**src/rtl/alt_vipswi131_common_avalon_mm_cfg_master_pkg.sv**
```systemverilog
// ============================================================================
// alt_vipswi131_common_avalon_mm_cfg_master_pkg
// Register map, bit positions and state encodings for the control-port master.
// Rev 1.0
// ============================================================================
`default_nettype none

package alt_vipswi131_common_avalon_mm_cfg_master_pkg;

  // Standard VIP control slave register map
  localparam int CTRL       = 0;
  localparam int STATUS     = 1;
  localparam int INTR       = 2;
  localparam int PARAM_BASE = 3;

  localparam int GO      = 0;
  localparam int STOPPED = 0;

  typedef enum logic [2:0] {
    IDLE     = 3'd0,
    WR_REGS  = 3'd1,
    WR_CTRL  = 3'd2,
    RD_REQ   = 3'd3,
    RD_WAIT  = 3'd4,
    POLL_GAP = 3'd5,
    WR_CLR   = 3'd6,
    FINISH   = 3'd7
  } state_t;

  typedef enum logic [1:0] {
    SEQ_START = 2'd0,
    SEQ_STOP  = 2'd1,
    SEQ_IRQ   = 2'd2
  } seq_t;

endpackage

`default_nettype wire

```
**src/rtl/alt_vipswi131_common_avalon_mm_cfg_master.sv**
```systemverilog
// ============================================================================
// alt_vipswi131_common_avalon_mm_cfg_master
// Sequences start / stop / irq-service transfers onto a VIP core control slave.
// Rev 1.0
// ============================================================================
`default_nettype none

module alt_vipswi131_common_avalon_mm_cfg_master
  import alt_vipswi131_common_avalon_mm_cfg_master_pkg::*;
#(
  parameter int AV_ADDRESS_WIDTH = 5,
  parameter int AV_DATA_WIDTH    = 16,
  parameter int NO_REGISTERS     = 4,
  parameter int NO_INTERRUPTS    = 1,
  parameter int READ_LATENCY     = 1,
  parameter int POLL_INTERVAL    = 16
) (
  input  logic                                    clk,
  input  logic                                    rst,
  output logic [AV_ADDRESS_WIDTH-1:0]             av_address,
  output logic                                    av_read,
  input  logic [AV_DATA_WIDTH-1:0]                av_readdata,
  output logic                                    av_write,
  output logic [AV_DATA_WIDTH-1:0]                av_writedata,
  input  logic                                    av_waitrequest,
  input  logic                                    av_irq,
  input  logic                                    cmd_start,
  input  logic                                    cmd_stop,
  input  logic [AV_DATA_WIDTH*NO_REGISTERS-1:0]   cmd_registers,
  input  logic [NO_INTERRUPTS-1:0]                cmd_int_enables,
  output logic                                    busy,
  output logic                                    done,
  output logic [NO_INTERRUPTS-1:0]                irq_status,
  output logic                                    irq_valid
);

  localparam int IDX_W   = (NO_REGISTERS > 1) ? $clog2(NO_REGISTERS) : 1;
  localparam int CNT_MAX = (READ_LATENCY > POLL_INTERVAL) ? READ_LATENCY : POLL_INTERVAL;
  localparam int CNT_W   = $clog2(CNT_MAX + 1);
  localparam int AW      = AV_ADDRESS_WIDTH;
  localparam int DW      = AV_DATA_WIDTH;

  state_t                        state;
  seq_t                          seq;
  logic [IDX_W-1:0]              idx;
  logic [CNT_W-1:0]              cnt;
  logic [DW*NO_REGISTERS-1:0]    regs;
  logic [NO_INTERRUPTS-1:0]      enables;
  logic [NO_INTERRUPTS-1:0]      irq_hold;

  logic [DW-1:0]                 start_ctrl;
  logic [DW-1:0]                 stop_ctrl;
  logic [DW-1:0]                 irq_clr;
  logic                          read_done;
  logic                          irq_sample;

  // Only the status and serviced interrupt fields of read data are consumed.
  wire unused_readdata = &{1'b0, av_readdata};

  always_comb begin
    start_ctrl                   = '0;
    start_ctrl[NO_INTERRUPTS:1]  = enables;
    start_ctrl[GO]               = 1'b1;
    stop_ctrl                    = '0;
    stop_ctrl[NO_INTERRUPTS:1]   = cmd_int_enables;
    irq_clr                      = '0;
    irq_clr[NO_INTERRUPTS:1]     = av_readdata[NO_INTERRUPTS:1];
  end

  assign read_done  = (state == RD_WAIT) && (cnt == CNT_W'(READ_LATENCY));
  assign irq_sample = read_done && (seq == SEQ_IRQ);

  // The serviced bits are presented in the cycle the read data is sampled,
  // so irq_valid lines up with that cycle rather than one cycle later.
  assign irq_valid  = irq_sample;
  assign irq_status = irq_sample ? av_readdata[NO_INTERRUPTS:1] : irq_hold;

  always_ff @(posedge clk or posedge rst) begin
    if (rst) begin
      state        <= IDLE;
      seq          <= SEQ_START;
      idx          <= '0;
      cnt          <= '0;
      regs         <= '0;
      enables      <= '0;
      irq_hold     <= '0;
      av_address   <= '0;
      av_read      <= 1'b0;
      av_write     <= 1'b0;
      av_writedata <= '0;
      busy         <= 1'b0;
      done         <= 1'b0;
    end else begin
      done <= 1'b0;
      case (state)
        IDLE: begin
          if (cmd_stop) begin
            seq          <= SEQ_STOP;
            state        <= WR_CTRL;
            av_write     <= 1'b1;
            av_address   <= AW'(CTRL);
            av_writedata <= stop_ctrl;
            busy         <= 1'b1;
          end else if (cmd_start) begin
            seq          <= SEQ_START;
            regs         <= cmd_registers;
            enables      <= cmd_int_enables;
            idx          <= '0;
            state        <= WR_REGS;
            av_write     <= 1'b1;
            av_address   <= AW'(PARAM_BASE);
            av_writedata <= cmd_registers[DW-1:0];
            busy         <= 1'b1;
          end else if (av_irq) begin
            seq        <= SEQ_IRQ;
            state      <= RD_REQ;
            av_read    <= 1'b1;
            av_address <= AW'(INTR);
            busy       <= 1'b1;
          end
        end
        WR_REGS: begin
          if (!av_waitrequest) begin
            if (idx == IDX_W'(NO_REGISTERS - 1)) begin
              state        <= WR_CTRL;
              av_address   <= AW'(CTRL);
              av_writedata <= start_ctrl;
            end else begin
              idx          <= idx + 1'b1;
              av_address   <= AW'(PARAM_BASE) + AW'(idx) + AW'(1);
              av_writedata <= regs[(int'(idx) + 1) * DW +: DW];
            end
          end
        end
        WR_CTRL: begin
          if (!av_waitrequest) begin
            av_write <= 1'b0;
            if (seq == SEQ_STOP) begin
              state      <= RD_REQ;
              av_read    <= 1'b1;
              av_address <= AW'(STATUS);
            end else begin
              state <= FINISH;
              done  <= 1'b1;
            end
          end
        end
        RD_REQ: begin
          if (!av_waitrequest) begin
            av_read <= 1'b0;
            cnt     <= CNT_W'(1);
            state   <= RD_WAIT;
          end
        end
        RD_WAIT: begin
          if (read_done) begin
            if (seq == SEQ_IRQ) begin
              irq_hold     <= av_readdata[NO_INTERRUPTS:1];
              state        <= WR_CLR;
              av_write     <= 1'b1;
              av_address   <= AW'(INTR);
              av_writedata <= irq_clr;
            end else if (av_readdata[STOPPED]) begin
              state <= FINISH;
              done  <= 1'b1;
            end else begin
              cnt   <= CNT_W'(1);
              state <= POLL_GAP;
            end
          end else begin
            cnt <= cnt + 1'b1;
          end
        end
        POLL_GAP: begin
          if (cnt == CNT_W'(POLL_INTERVAL)) begin
            state   <= RD_REQ;
            av_read <= 1'b1;
          end else begin
            cnt <= cnt + 1'b1;
          end
        end
        WR_CLR: begin
          if (!av_waitrequest) begin
            av_write <= 1'b0;
            state    <= FINISH;
            done     <= 1'b1;
          end
        end
        FINISH: begin
          state <= IDLE;
          busy  <= 1'b0;
        end
        default: state <= IDLE;
      endcase
    end
  end

endmodule

`default_nettype wire

```
**config.mk**
```make
export PLATFORM = sky130hd
export DESIGN_NAME = alt_vipswi131_common_avalon_mm_cfg_master
export DESIGN_NICKNAME = d
export VERILOG_FILES = /design/src/rtl/alt_vipswi131_common_avalon_mm_cfg_master_pkg.sv /design/src/rtl/alt_vipswi131_common_avalon_mm_cfg_master.sv
export SDC_FILE = /design/constraint.sdc
export NUM_CORES = 1
export LEC_CHECK = 0
export BUFFER_PORTS_ARGS = -buffer_cell sky130_fd_sc_hd__buf_2
export CORE_UTILIZATION = 35
export CTS_BUF_LIST = sky130_fd_sc_hd__clkbuf_4 sky130_fd_sc_hd__clkbuf_8
export DETAILED_ROUTE_END_ITERATION = 10
export SETUP_SLACK_MARGIN = 0.02
export SYNTH_ARGS = -nofsm -noshare
export SYNTH_HDL_FRONTEND = slang
export SYNTH_SLANG_ARGS = --single-unit
```
**constraint.sdc**
```tcl
create_clock -name clk -period 2.3 [get_ports clk]
set_clock_uncertainty 0.2 [all_clocks]
set_input_delay 0 -clock clk [delete_from_list [all_inputs] [get_ports clk]]
set_output_delay 0 -clock clk [all_outputs]
set_load 0.1 [all_outputs]
```
==> impl_metrics.env <==
export IMPL_status="finished, final reports clean"
export IMPL_firstDrtPassIters=4
export IMPL_slew_headroom_pct=56.3
export IMPL_criticalPathCategory="flip-flop to flip-flop"
export IMPL_portBuffers=97
export IMPL_synth_ff_latch_count=85
export IMPL_max_freq_ghz=0.452
export IMPL_timing_hold_ws_ns=0.0543
export IMPL_drc=0
export IMPL_via_per_inst=4.97
export IMPL_final_area_um2=6380
export IMPL_postRouteAntennaNets=0
export IMPL_async_flop_share_pct=100
export IMPL_fp_coreArea_um2=12600
export IMPL_final_nets=652
export IMPL_maxSlewViolCount=0
export IMPL_irDropWorstVdd_mv=1.03
export IMPL_cts_tree="built"
export IMPL_grt_first_pass_wirelength_um=18900
export IMPL_cp_slowest_cell="dfrtp_1"
export IMPL_routedWlPerCell_um=15.8
export IMPL_dp_slack_ns=0.0624
export IMPL_hold_class="primary input to async pin"
export IMPL_htreeDepth=3
export IMPL_area_growth_pct=40.7
export IMPL_endpoint_kind="flip-flop"
export IMPL_grt_antenna_before_repair=0
export IMPL_cpPeakStageDelay_ns=0.40
export IMPL_syn_area_um2=4540
export IMPL_maxCapViolCount=0
export IMPL_grt_pass1_vias=3782
export IMPL_clk_root_buffer_cell="clkbuf_8"
export IMPL_worstMarginPinSlew_ns=0.654
export IMPL_hold_viol_final=0
export IMPL_critical_path_peak_fanout=8
export IMPL_crit_arrival_ns=2.27
export IMPL_dp_hpwl_um=7920
export IMPL_leakagePower_uw=0.00297
export IMPL_grt_use_total_pct=18.6
export IMPL_synth_edf_count=0
export IMPL_setup_viol=0
export IMPL_path_cells="inv_2, ha_4, nor4b_4, buf_4, nand4_1, a21oi_4, buf_6, buf_16, mux2_4"
export IMPL_yosys_area_top_type="dfrtp_1"
export IMPL_place_congestion=0.893
export IMPL_overflow=0
export IMPL_synth_area_leaders="dfrtp_1, mux2_2, mux2i_1"
export IMPL_cts_buffers=9
export IMPL_placed_area_um2=5310
export IMPL_rsz0062_at_grt="no"
export IMPL_finish_utilization_pct=50.6
export IMPL_initial_utilization_pct=36.0
export IMPL_r2r_cells=9
export IMPL_drt_iter0_drc=169
export IMPL_startpoint="cnt[1]"
export IMPL_drive_above_1_share_pct=41.5
export IMPL_dieArea_um2=13400
export IMPL_period_minus_slack_ns=2.21
export IMPL_synth_area_per_cell_um2=12.2
export IMPL_insertion_delay_ns=0.37
export IMPL_grt_max_degree=52
export IMPL_routed_wl_um=11600
export IMPL_fp_dieH_um=116
export IMPL_ys_flop_type="dfrtp_1"
export IMPL_yosys_warnings=0
export IMPL_start_kind="flip-flop"
export IMPL_fp_dieW_um=116
export IMPL_final_period_utilization_pct=96.1
export IMPL_rows=41
export IMPL_cts_buffer_depth=2
export IMPL_synth_top_area_share_pct=46.9
export IMPL_synth_cell_types=61
export IMPL_clk_pin_slew_worst_paths_ns=0.09
export IMPL_numClockSinks=85
export IMPL_antennaDiodeCount=0
export IMPL_setup_ws_ns=0.0898
export IMPL_ioPinCount=114
export IMPL_r2r_start="cnt[1]"
export IMPL_p_per_area_nw_per_um2=1360
export IMPL_synth_seq_area_share_pct=46.9
export IMPL_vias=3661
export IMPL_synthCells=371
export IMPL_critical_path_required_ns=2.36
registers in the layout, summed over array words and instances, names as in the netlist:
name	flops
done	1
seq	2
state	3
av_writedata	16
cnt	5
regs	48
idx	2
av_address	3
enables	1
av_read	1
av_write	1
busy	1
irq_hold	1
layer usage:
layer | vias to the layer above | wire length (µm) | GRT usage (%)
met5 | - | 0 | 0
met4 | 0 | 144 | 5.21
li1 | 1750 | - | -
met2 | 118 | 5770 | 31.9
met3 | 11 | 765 | 6.28
met1 | 1782 | 4970 | 22.2
where the power goes:
part | internal (µW) | leakage (µW) | switching (µW)
sequential | 2200 | 0.00108 | 465
combinational | 1960 | 0.00180 | 3050
clock | 446 | 0.0000939 | 576
total | 4610 | 0.00297 | 4090
critical path: cells and delay by family (launching register included):
family | cells | cell delay [ns]
AO/OA/AOI/OAI | 1 | 0.21
adder cells (fa/ha/maj) | 1 | 0.13
buffers and inverters | 4 | 0.51
flip-flops | 1 | 0.40
multiplexers | 1 | 0.29
AND/OR/NAND/NOR | 2 | 0.36
path summary, 6_finish.rpt:
| path | to | slack, ns |
|---|---|---|
| setup reg to reg | av_writedata[4] | 0.09 |
| hold reg to reg | av_write | 0.30 |
| setup / recovery | av_writedata[4] | 0.09 |
| max in group asynchronous | regs[40] | 1.21 |
| min in group clk | regs[54] | 0.19 |
| hold / removal | regs[18] | 0.05 |
stage by stage:
stage	TNS (ns)	power, µW	std cells
4_1_cts	0	8740	732
3_5_place_dp	0	7380	634
5_1_grt	0	9230	736
3_3_place_gp	0	7280	634
2_1_floorplan	-0.0820	6390	372
6_report	0	8700	736
repair_timing:
item	in CTS	in global routing
pin swaps	3	2
cloned	1	0
hold buffers	74	0
setup endpoints to repair	1	18
hold endpoints to repair	164	0
resized for setup	8	6
setup buffers	7	5
kinds of logic (layout without fill, tap and decap cells):
family | after synthesis | count (layout) | share of synthesized area, %
xor gates and xnor gates | 2 | 2 | 0.386
DFF | 85 | 85 | 46.9
AOI/OAI and AO/OA | 87 | 87 | 15.2
buffers and inverters | 40 | 232 | 4.61
other | 1 | 2 | 0.0827
and+or+nand+nor | 60 | 60 | 8.63
adders and majority gates | 7 | 7 | 1.88
muxes | 89 | 89 | 22.4
cell usage after synthesis, types with 3 or more instances:
cell type	number
nor2b_1	5
o21ai_0	9
a22o_1	17
buf_4	5
mux2_4	10
mux2i_1	20
dfrtp_1	85
nand2b_1	8
a21oi_1	13
o221ai_1	5
nor3_1	4
buf_2	13
nand2_1	10
nor2_1	10
ha_1	6
o2bb2ai_1	17
a2bb2oi_1	3
mux2_2	59
clkbuf_1	6
inv_1	14
cell usage in the layout, fill, tap and decap left out, types with 3 or more instances in the layout:
cell type      count
nor2b_1            5
buf_12             5
mux2i_1           20
a22o_1            17
mux2_4            11
dlygate4sd3_1     74
clkbuf_8          10
buf_4             25
o21ai_0            9
nand2b_1           8
buf_2             95
a21oi_1           13
dfrtp_1           84
nor3_1             4
ha_1               5
a2bb2oi_1          3
nand2_1            8
o2bb2ai_1         17
o221ai_1           5
inv_1             12
mux2_2            58
nor2_1             9
layout make-up:
cell class	instances	area, µm²
multi-input combinational	247	2240
tap	172	215
fill	1159	6240
clock inverter	5	42.5
sequential	85	2130
inverter	14	56.3
clock buffer	11	145
timing repair buffer	202	1550
Note: power is estimated with default switching activity, not from simulation.
